===== src/rtl/ff_pkg.sv =====
// ff_pkg: shared types and constants for the foodfight
// external SRAM arbiter.
package ff_pkg;

  typedef enum logic [1:0] {
    ST_IDLE,
    ST_ACC,
    ST_ACK
  } ff_state_t;

  localparam int RQ_VID = 0;
  localparam int RQ_MO  = 1;
  localparam int RQ_CPU = 2;
  localparam int NRQ    = 3;

  localparam int FF_AW      = 16;
  localparam int FF_DW      = 16;
  localparam int FF_WAIT    = 2;
  localparam int FF_CPU_MAX = 3;

endpackage


===== src/rtl/ff_arb_pick.sv =====
// ff_arb_pick: combinational one-hot winner selection,
// VID > MO > CPU unless the CPU has been starved.
module ff_arb_pick
  import ff_pkg::*;
(
  input  logic           vid_req,
  input  logic           mo_req,
  input  logic           cpu_req,
  input  logic           starve,
  output logic [NRQ-1:0] grant
);

  always_comb begin
    grant = '0;
    priority case (1'b1)
      cpu_req && starve: grant[RQ_CPU] = 1'b1;
      vid_req:           grant[RQ_VID] = 1'b1;
      mo_req:            grant[RQ_MO]  = 1'b1;
      cpu_req:           grant[RQ_CPU] = 1'b1;
      default:           grant = '0;
    endcase
  end

endmodule


===== src/rtl/ff_mem_arb.sv =====
// ff_mem_arb: arbitrates VID, MO and CPU onto one shared
// single-port SRAM and sequences the access timing.
module ff_mem_arb
  import ff_pkg::*;
#(
  parameter int AW      = FF_AW,
  parameter int DW      = FF_DW,
  parameter int WAIT    = FF_WAIT,
  parameter int CPU_MAX = FF_CPU_MAX
) (
  input  logic          clk_12mhz,
  input  logic          reset,
  input  logic          vid_req,
  input  logic          mo_req,
  input  logic          cpu_req,
  input  logic [AW-1:0] vid_addr,
  input  logic [AW-1:0] mo_addr,
  input  logic [AW-1:0] cpu_addr,
  input  logic          cpu_we,
  input  logic [DW-1:0] cpu_wdata,
  output logic          vid_ack,
  output logic          mo_ack,
  output logic          cpu_ack,
  output logic [DW-1:0] rdata,
  output logic [AW-1:0] sram_a,
  output logic [DW-1:0] sram_dout,
  output logic          sram_doe,
  input  logic [DW-1:0] sram_din,
  output logic          sram_ce,
  output logic          sram_we
);

  localparam int SW = $clog2(CPU_MAX + 1);
  localparam logic [2:0] LAST = 3'(WAIT - 1);
  localparam logic [SW-1:0] SMAX = SW'(CPU_MAX);

  ff_state_t      state_q, state_d;
  logic [2:0]     cnt_q, cnt_d, cnt_nx;
  logic [NRQ-1:0] gnt_q, gnt_d;
  logic           wr_q, wr_d;
  logic [SW-1:0]  starve_q, starve_d;
  logic [NRQ-1:0] ack_q, ack_d;
  logic [DW-1:0]  rdata_q, rdata_d;
  logic [AW-1:0]  a_q, a_d;
  logic [DW-1:0]  dout_q, dout_d;
  logic           doe_q, doe_d;
  logic           ce_q, ce_d;
  logic           swe_q, swe_d;
  logic [NRQ-1:0] pick;
  logic           starve;

  assign starve = (starve_q == SMAX);
  assign cnt_nx = cnt_q + 3'd1;

  ff_arb_pick u_pick (
    .vid_req (vid_req),
    .mo_req  (mo_req),
    .cpu_req (cpu_req),
    .starve  (starve),
    .grant   (pick)
  );

  always_comb begin
    state_d  = state_q;
    cnt_d    = cnt_q;
    gnt_d    = gnt_q;
    wr_d     = wr_q;
    starve_d = starve_q;
    ack_d    = '0;
    rdata_d  = rdata_q;
    a_d      = a_q;
    dout_d   = dout_q;
    doe_d    = 1'b0;
    ce_d     = 1'b0;
    swe_d    = 1'b0;
    unique case (state_q)
      ST_IDLE: begin
        if (|pick) begin
          state_d = ST_ACC;
          cnt_d   = '0;
          gnt_d   = pick;
          wr_d    = 1'b0;
          unique case (1'b1)
            pick[RQ_VID]: a_d = vid_addr;
            pick[RQ_MO]:  a_d = mo_addr;
            pick[RQ_CPU]: begin
              a_d    = cpu_addr;
              wr_d   = cpu_we;
              dout_d = cpu_wdata;
            end
            default: ;
          endcase
          ce_d  = 1'b1;
          swe_d = wr_d;
          doe_d = wr_d;
          if (cpu_req) begin
            if (pick[RQ_CPU])
              starve_d = '0;
            else if (!starve)
              starve_d = starve_q + 1'b1;
          end
        end
      end
      ST_ACC: begin
        if (cnt_q == LAST) begin
          state_d = ST_ACK;
          ack_d   = gnt_q;
          if (!wr_q)
            rdata_d = sram_din;
        end else begin
          cnt_d = cnt_nx;
          ce_d  = 1'b1;
          doe_d = wr_q;
          // strobe drops one cycle early so data holds past we
          swe_d = wr_q && (cnt_nx != LAST);
        end
      end
      ST_ACK:  state_d = ST_IDLE;
      default: state_d = ST_IDLE;
    endcase
  end

  always_ff @(posedge clk_12mhz or posedge reset) begin
    if (reset) begin
      state_q  <= ST_IDLE;
      cnt_q    <= '0;
      gnt_q    <= '0;
      wr_q     <= 1'b0;
      starve_q <= '0;
      ack_q    <= '0;
      rdata_q  <= '0;
      a_q      <= '0;
      dout_q   <= '0;
      doe_q    <= 1'b0;
      ce_q     <= 1'b0;
      swe_q    <= 1'b0;
    end else begin
      state_q  <= state_d;
      cnt_q    <= cnt_d;
      gnt_q    <= gnt_d;
      wr_q     <= wr_d;
      starve_q <= starve_d;
      ack_q    <= ack_d;
      rdata_q  <= rdata_d;
      a_q      <= a_d;
      dout_q   <= dout_d;
      doe_q    <= doe_d;
      ce_q     <= ce_d;
      swe_q    <= swe_d;
    end
  end

  assign vid_ack   = ack_q[RQ_VID];
  assign mo_ack    = ack_q[RQ_MO];
  assign cpu_ack   = ack_q[RQ_CPU];
  assign rdata     = rdata_q;
  assign sram_a    = a_q;
  assign sram_dout = dout_q;
  assign sram_doe  = doe_q;
  assign sram_ce   = ce_q;
  assign sram_we   = swe_q;

endmodule


===== config.mk =====
export PLATFORM = sky130hd
export DESIGN_NAME = ff_mem_arb
export DESIGN_NICKNAME = d
export VERILOG_FILES = /design/src/rtl/ff_pkg.sv /design/src/rtl/ff_arb_pick.sv /design/src/rtl/ff_mem_arb.sv
export SDC_FILE = /design/constraint.sdc
export NUM_CORES = 1
export LEC_CHECK = 0
export ABC_AREA = 1
export BUFFER_PORTS_ARGS = -buffer_cell sky130_fd_sc_hd__buf_2
export CORE_AREA = 2 2 88 90
export CTS_CLUSTER_DIAMETER = 40
export DETAILED_ROUTE_END_ITERATION = 6
export DIE_AREA = 0 0 90 92
export GPL_TIMING_DRIVEN = 0
export PLACE_DENSITY_LB_ADDON = 0.25
export SETUP_SLACK_MARGIN = 0.1
export SLEW_MARGIN = 30
export SYNTH_ARGS = -nofsm -noshare
export SYNTH_HDL_FRONTEND = slang
export SYNTH_HIERARCHICAL = 1
export SYNTH_SLANG_ARGS = --single-unit

===== constraint.sdc =====
create_clock -name clk_12mhz -period 1.9 [get_ports clk_12mhz]
set_clock_uncertainty 0.15 [all_clocks]
set_input_delay 0.095 -clock clk_12mhz [delete_from_list [all_inputs] [get_ports clk_12mhz]]
set_output_delay 0.095 -clock clk_12mhz [all_outputs]
set_load 0.05 [all_outputs]

Word level (Yosys, flattened, before mapping)
Cells that the tools add are included.

word-level totals
  register bits after elaboration = 65
  input port bits = 86
  output and inout bits = 54
  word-level logic and storage cells = 65

operators by class
  add/subtract/negate cells = 2
  equality and inequality tests = 8
  multiplexer cells = 29
  bitwise operators = 1
  reduce and logical (&&, ||, !) cells = 13

operators with widths
  kind                   count
  $pmux W16 S3           1
  $mux W1                15
  $mux W3                4
  $reduce_and A3 Y1      4
  $mux W2                4
  $ne A2 B2 Y1 const B   4
  $pmux W1 S2            3
  $pmux W3 S2            1
  $pmux W2 S2            1
  $reduce_and A2 Y1      2
  $reduce_and A4 Y1      1
  $add A3 B1 Y3 const B  1
  $eq A3 B1 Y1 const B   1
  $ne A3 B1 Y1 const B   1
  $reduce_bool A3 Y1     1
  $reduce_or A3 Y1       1
  $add A2 B1 Y2 const B  1
  $eq A2 B1 Y1 const B   1
  $eq A2 B2 Y1 const B   1
  $logic_and A1 B1 Y1    2
  $logic_not A2 Y1       1
  $reduce_bool A2 Y1     1
  $not A1 Y1             1

Logic depth before layout (Yosys ltp)
Gate-level depths: netlist of run 1.

  depth after elaboration = 7
  gate-level depth with buffers = 11
  mapped depth without buffers = 10

By module
Netlist of run 1, hierarchy kept.

modules (own cells, without submodules)
  module       times used  cells each  area each (um^2)  sequential area each (um^2)
  ff_mem_arb   1           363         2951.6            1626.6
  ff_arb_pick  1           8           35.0              0.0

Worst setup path before layout of run 1
Ideal clock, no wire load.

  path type = register to register
  start = register starve_q[0]
  end = register wr_q
  library setup time = 0.130 ns
  arrival time = 1.455 ns
  data required time = 1.620 ns
  path slack = 0.165 ns
  cell stages (with the launch flop) = 10
  path buffers = 2
  clock period less this slack = 1.735 ns
  cells stage by stage = dfrtp_1 ha_1 nand2_1 nand2_1 nor2_2 buf_4 nor2_8 a21oi_1 buf_2 o21ai_0

on the way
  cells in the longest elaborated chain, start to end = 5
  elaborated cells on any way between the ends = 8
  classes of those cells = eq/ne (1); mux (4); reduce/logical (3)

RTL lines
  what                                line               text
  from (decl)                         ff_mem_arb.sv:41   logic [SW-1:0] starve_q, starve_d;
  from (signal assigned)              ff_mem_arb.sv:142  starve_q <= starve_d;
  $eq A2 B2 Y1                        ff_mem_arb.sv:52   assign starve = (starve_q == SMAX);
  net starve                          ff_mem_arb.sv:50   logic starve;
  $logic_and A1 B1 Y1                 ff_arb_pick.sv:16  cpu_req && starve: grant[RQ_CPU] = 1'b1;
  $mux W1                             ff_arb_pick.sv:15  priority case (1'b1)
  net pick[1]                         ff_mem_arb.sv:49   logic [NRQ-1:0] pick;
  $reduce_or A3 Y1                    ff_mem_arb.sv:78   if (|pick) begin
  $reduce_and A2 Y1 (no source line)  -
  to (signal assigned)                ff_mem_arb.sv:141  wr_q <= wr_d;
  to (decl)                           ff_mem_arb.sv:40   logic wr_q, wr_d;

The timed path passes the listed nets, and every way through them passes these cells.
A chain may end at the register's enable or synchronous reset.

Worst setup path after layout of run 1
  start = register starve_q[0]
  end = register a_q[12], in the netlist sram_a[12]

on the way
  cells in the longest elaborated chain, start to end = 5
  elaborated cells on any way between the ends = 9
  classes of those cells = eq/ne (1); mux (4); reduce/logical (4)

RTL lines
  what                                                                            line               text
  $eq A2 B2 Y1 (*)                                                                ff_mem_arb.sv:52
  net starve                                                                      ff_mem_arb.sv:50
  $logic_and A1 B1 Y1 (*)                                                         ff_arb_pick.sv:16
  $mux W1 (*)                                                                     ff_arb_pick.sv:15
  net pick[1]                                                                     ff_mem_arb.sv:49
  $reduce_bool A3 Y1 (no source line) / $reduce_or A3 Y1 (equally long branches)  -
  $reduce_and A3 Y1 (no source line)                                              -
  to (signal assigned)                                                            ff_mem_arb.sv:132  a_q <= '0;
  to (signal assigned)                                                            ff_mem_arb.sv:145  a_q <= a_d;
  to (decl)                                                                       ff_mem_arb.sv:44   logic [AW-1:0] a_q, a_d;

Mark *: on every way through the listed nets, which the timed path passes. The rest lies on a longest branch.

==> results of run 1 <==
## state kept, by name, summed over array words and instances (netlist names)
name and flops:
rdata 16, sram_a 16, sram_dout 16, ack_q 3, cnt_q 3, gnt_q 3
starve_q 2, state_q 2, sram_ce 1, sram_doe 1, sram_we 1, wr_q 1
## area by class of cell
class	count	area (um2)
plain buffers	17	155.1
clock buffers	11	141.4
clock inverters	5	102.6
fillers	582	2355
inverters	20	78.83
multi-input cells	269	1217
flip-flops and latches	65	1627
well taps	102	127.6
repair buffers	233	1643
## cell usage after synthesis (2+ instances only)
library cell / n
buf_2: 6
ha_1: 4
a21oi_1: 2
nor2_1: 7
o21ai_0: 4
nand4_1: 2
nand2_2: 3
clkbuf_1: 2
dfrtp_1: 65
inv_1: 19
nand2_1: 184
nand3_1: 58
buf_4: 8
## what timing repair did
action	4_1_cts	5_1_grt
endpoints found under the hold margin	72	0
setup buffers	2	5
resized for setup	11	18
endpoints found under the setup margin	34	43
pin swaps	1	4
gates cloned	1	1
hold buffers	83	0
## placed cells by master (no fill, tap or decap), drive strengths merged
cell type	instances
a21oi	3
buf	165
bufinv	3
clkbuf	13
clkinv	2
clkinvlp	2
dfrtp	65
dlygate4sd3	83
ha	4
inv	18
nand2	188
nand3	58
nand4	2
nor2	10
o21ai	4
## routing by layer
layer / wire length, um / GRT usage (%) / share of wire, %
met3: 822 / 5.588 / 8.2
met5: 0 / 0 / 0
met2: 4654 / 40.35 / 46
met1: 4241 / 31.19 / 42
met4: 305 / 12.95 / 3.0
## worst max-delay path, stage by stage (launching register included)
cell,delay (ns)
dfrtp_1,0.43
ha_4,0.19
nand2_2,0.09
nand2_1,0.06
nor2_2,0.09
buf_6,0.13
nor2_8,0.05
a21oi_4,0.18
buf_2,0.19
nand2_1,0.08
nand2_1,0.06
## final timing paths
| kind | from | endpoint | slack [ns] | cells past startpoint |
|---|---|---|---|---|
| max | starve_q[0] | sram_a[12] | 0.14 | 10 |
| min | cpu_req | gnt_q[0] | 0.10 | 4 |
| max reg2reg | starve_q[0] | sram_a[12] | 0.14 | 10 |
| min reg2reg | rdata[9] | rdata[9] | 0.31 | 2 |
| max in group asynchronous | reset | sram_a[15] | 0.90 | 4 |
| min in group asynchronous | reset | sram_dout[0] | 0.21 | 3 |
## logic make-up (layout without fill, tap and decap cells)
group                      Yosys count  count (layout)  synth area share, %
AOI/OAI and AO/OA                    7               7                1.299
and+or+nand+nor                    258             258                36.41
buffers and inverters               37             286                6.158
adders and majority gates            4               4                1.676
DFF                                 65              65                54.46
## power breakdown
| group | leakage (nW) | internal, mW | total [mW] | switching [mW] |
|---|---|---|---|---|
| clock | 0.120 | 0.906 | 1.42 | 0.519 |
| sequential | 0.819 | 2.02 | 2.36 | 0.346 |
| combinational | 1.88 | 1.33 | 4.72 | 3.39 |
| total | 2.82 | 4.25 | 8.50 | 4.26 |
## stage by stage
stage	setup slack, ns	hold slack, ns	utilization, %	TNS (ns)
after CTS	0.09879	0.03858	66.99	0
after global routing	0.06280	0.1439	68.38	0
after floorplan	0.1647	0.08268	-	0
after detailed placement	-0.08650	0.02851	51.85	-0.8734
final	0.1433	0.1001	68.38	0
after global placement	-0.05364	0.1767	51.21	-0.3375
==> results.ini, run 1 <==
[cts]
cts_tree=built
clock_tree.buffer_depth=2
cts.sinks=65
cts_root_buf=clkbuf_8
clock_latency_ns=0.34
clk_pin_slew_ns=0.07
htreeDepth=3
cts_buffers=9

[logic_synthesis]
synthFlopType=dfrtp_1
synth_top_area_share_pct=54.46
synth_area_leaders=dfrtp_1, nand2_1, nand3_1, inv_1, buf_4
synth_area_leader_cell=dfrtp_1
synth_edf_count=0
yosysUniqueCellTypes=20
syn_area_um2=2987
netlist_instances=371
avgSynthCellArea_um2=8.050
synth_nets=461
yosys_warnings=6
ys_seq_elements=65
async_flop_share_pct=100.0
seq_area_frac_synth_pct=54.46

[placed_design]
placed_cell_area_um2=3861
portBuffers=139
dp_hpwl_um=5600
gp_congestion=0.7611
dp.cells=614

[sta]
slew_headroom_pct=62.36
rsz0062_at_grt=yes
period_needed_ns=1.757
fmax_ghz=0.5693
hold_viol=0
worstMarginPinSlew_ns=0.5635
setup_violations=0
post-route-period-util_pct=92.46
slew_violations=0

[route]
drt_iter0_drc=148
ant_nets=0
routed-via-count=3467
wl_per_cell_um=13.88
dr.pass1.iters=4
routed_wl_um=10020
avgViaCountPerCell=4.802
route.detailed.drc=0

[finish]
design_area_um2=5092
layout-drive-gt1-share_pct=31.45
layout.nets=705
diodes=0
final_cells=722
syn_to_final_growth_pct=70.51

[global_route]
grt_pass1_wl_um=16590
grtUsageTotal_pct=24.86
grt_max_degree=25
antenna_found_initial=0
overflow=0
grt_pass1_vias=3602

[floorplanning]
fp.dieArea_um2=8280
core_um2=7447
die_h_um=92
fp.dieW_um=90
std_cell_rows=32
start_util_pct=40.10
ios=140

[run]
max-cap-violations=0

[power]
power.leakage_nw=2.820
cellPowerDensity_nw_per_um2=1670
peakVddDrop_uv=772.4
power.total_mw=8.505

[setup_path]
crit_type=register to register
critPathCaptureType=register
crit_fanout=5
crit_path_start_kind=register
critPathArrivalTime_ns=1.88
worstPathRequired_ns=2.03

[worst_hold_path]
hp-class=input port to register

[run_status]
status=finished, final reports clean

(Power assumes the default switching activity.)
==> inputs of run 2 (changes only) <==
Settings changed: CORE_AREA 2 2 88 90 to 2 2 81 83, DIE_AREA 0 0 90 92 to 0 0 83 85.
Clock period 1.9 ns to 2.1 ns, I/O delays scaled along.
==> run 2 against run 1 <==
  * Count of clock-buffer cells in the layout up 1
  * Clock power down 22%
  * Register-to-register slack better by 0.08 ns
  * Combinational power down 14%
  * Critical endpoint is now sram_a[15]
  * Largest cell class unchanged
  * Largest power group unchanged
==> results.ini, run 2 (synthesis gave the netlist of run 1 again) <==
[run_status]
status=finished, final reports clean  ; unchanged

[finish]
final_cell_mix=nand2_1, buf_2, dlygate4sd3_1, dfrtp_1, nand3_1  ; unchanged
diodes=0  ; unchanged
layout_commonest_cell=nand2_1  ; unchanged
syn_to_final_growth_pct=62.92  ; was 70.51%
layout-drive-gt1-share_pct=30.05  ; was 31.45%
design_area_um2=4866  ; was 5092 um2
fin_util_pct=78.42  ; was 68.38%
layout.nets=694  ; was 705
nFillCells=410  ; was 582

[power]
power_switching_mw=3.774  ; was 4.257 mW
power.total_mw=7.301  ; was 8.505 mW
peakVddDrop_uv=1026  ; was 772.4 uV
p_sw_share_pct=51.68  ; was 50.05%
pwr-share-seq_pct=29.3  ; was 27.8%
pwr-share-comb_pct=55.6  ; was 55.5%
power.leakage_nw=2.732  ; was 2.820 nW
clock_power_share_pct=15.1  ; was 16.7%
cellPowerDensity_nw_per_um2=1500  ; was 1670 nW/um2
p_int_mw=3.527  ; was 4.248 mW

[route]
dr.pass1.iters=5  ; was 4
avgViaCountPerCell=4.829  ; was 4.802
ant_nets=0  ; unchanged
routed_wl_um=9403  ; was 10020 um
drt_iter0_drc=180  ; was 148
routed-via-count=3313  ; was 3467
route.detailed.drc=0  ; unchanged
wl_per_cell_um=13.71  ; was 13.88 um

[global_route]
grt.met3_usage_pct=6.809  ; was 5.588%
grtUsageTotal_pct=27.36  ; was 24.86%
overflow=0  ; unchanged
grt-busiest-layer=met2  ; unchanged
gr-usage-met1_pct=31.93  ; was 31.19%
antenna_found_initial=0  ; unchanged
grt_pass1_vias=3522  ; was 3602
grt_max_degree=46  ; was 25
grt_pass1_wl_um=15500  ; was 16590 um
met2_usage_pct=47.07  ; was 40.35%

[cts]
clk_pin_slew_ns=0.07  ; about the same
htreeDepth=3  ; unchanged
cts.sinks=65  ; unchanged
cts_tree=built  ; unchanged
cts_root_buf=clkbuf_8  ; unchanged
clock_tree.buffer_depth=2  ; unchanged
cts_buffers=9  ; unchanged
post_cts_buffers=0  ; was 2
clock_latency_ns=0.33  ; was 0.34 ns

[setup_path]
worstPathRequired_ns=2.16  ; was 2.03 ns
critPathCaptureType=register  ; unchanged
critPathArrivalTime_ns=1.94  ; was 1.88 ns
crit_fanout=10  ; was 5
crit_path_start_kind=register  ; unchanged
crit_type=register to register  ; unchanged

[sta]
slew_violations=0  ; unchanged
period_needed_ns=1.877  ; was 1.757 ns
post-route-period-util_pct=89.39  ; was 92.46%
slew_headroom_pct=72.00  ; was 62.36%
rsz0062_at_grt=no  ; was yes
setup_violations=0  ; unchanged
fmax_ghz=0.5327  ; was 0.5693 GHz
hold_viol=0  ; unchanged
worstMarginPinSlew_ns=0.4200  ; was 0.5635 ns

[placed_design]
portBuffers=139  ; unchanged
gp_congestion=0.7911  ; was 0.7611
dp_hpwl_um=5355  ; was 5600 um
placed_cell_area_um2=3809  ; was 3861 um2

[worst_hold_path]
hp-class=input port to register  ; unchanged

[floorplanning]
std_cell_rows=29  ; was 32
ios=140  ; unchanged
die_h_um=85  ; was 92 um
fp.dieArea_um2=7055  ; was 8280 um2
start_util_pct=48.13  ; was 40.10%
fp.dieW_um=83  ; was 90 um
core_um2=6205  ; was 7447 um2

[run]
max-cap-violations=0  ; unchanged

run 2: cell count changes in the layout (fill, tap and decap cells not counted), sizes merged:
cell	previous run	this run
dlygate4sd3	83	82
buf	165	153
clkbuf	13	16
bufinv	3	1
inv	18	19
run 2: path summary, 6_finish.rpt:
kind                        startpoint           to  slack (ns)  cells past startpoint
min reg2reg                   rdata[8]     rdata[8]        0.32                      2
min in group asynchronous        reset     rdata[1]        0.12                      3
min                            cpu_req  starve_q[0]       0.007                      5
max in group asynchronous        reset    sram_a[2]        1.17                      4
max                        starve_q[0]   sram_a[15]        0.22                     11
max reg2reg                starve_q[0]   sram_a[15]        0.22                     11
run 2: per-layer routing:
metal	part of all wire [%]	vias to the layer above
li1	-	1624
met1	40	1482
met2	48	174
met3	8.6	33
met4	3.0	0
met5	0	-
run 2: per-stage QoR:
step	hold slack, ns	worst slack [ns]	TNS [ns]	instances
finish	0.007355	0.2228	0	686
detailed placement	-0.06913	0.1433	0	588
global route	0.02145	0.1224	0	686
floorplan	0.09957	0.2185	0	371
CTS	0.0005867	0.1221	0	686
global placement	0.1858	-0.5540	-35.82	587
run 2: critical path, cell delays in order, from the launching register on:
cell      delay, ns
dfrtp_1        0.40
ha_2           0.21
nand2_1        0.08
nand2_1        0.06
nor2_2         0.09
buf_6          0.17
nor2_8         0.06
nand2_1        0.10
nand2_2        0.08
clkbuf_4       0.20
nand2_1        0.08
nand2_1        0.06
run 2: cell type report:
type | count | area, um2 | area share [%]
timing repair buffer | 222 | 1544 | 31.73
tap | 77 | 96.34 | 1.980
sequential | 65 | 1627 | 33.43
clock inverter | 4 | 50.05 | 1.029
multi-input combinational | 269 | 1182 | 24.30
clock buffer | 12 | 165.2 | 3.394
buffer | 17 | 123.9 | 2.546
inverter | 20 | 77.57 | 1.594
run 2: repair_timing:
item / CTS / global route
hold buffers: 82 / 0
endpoints found under the setup margin: 0 / 26
hold endpoints to repair: 115 / 0
gates resized for setup: 0 / 11
run 2: power groups by stage:
stage          clock network (mW)  registers (mW)  logic [mW]
2_1_floorplan                   0            3.75        1.31
3_3_place_gp                    0            2.12        3.80
3_5_place_dp                    0            2.13        3.88
4_1_cts                      1.13            2.12        4.00
5_1_grt                      1.19            2.20        4.37
6_report                     1.11            2.14        4.06
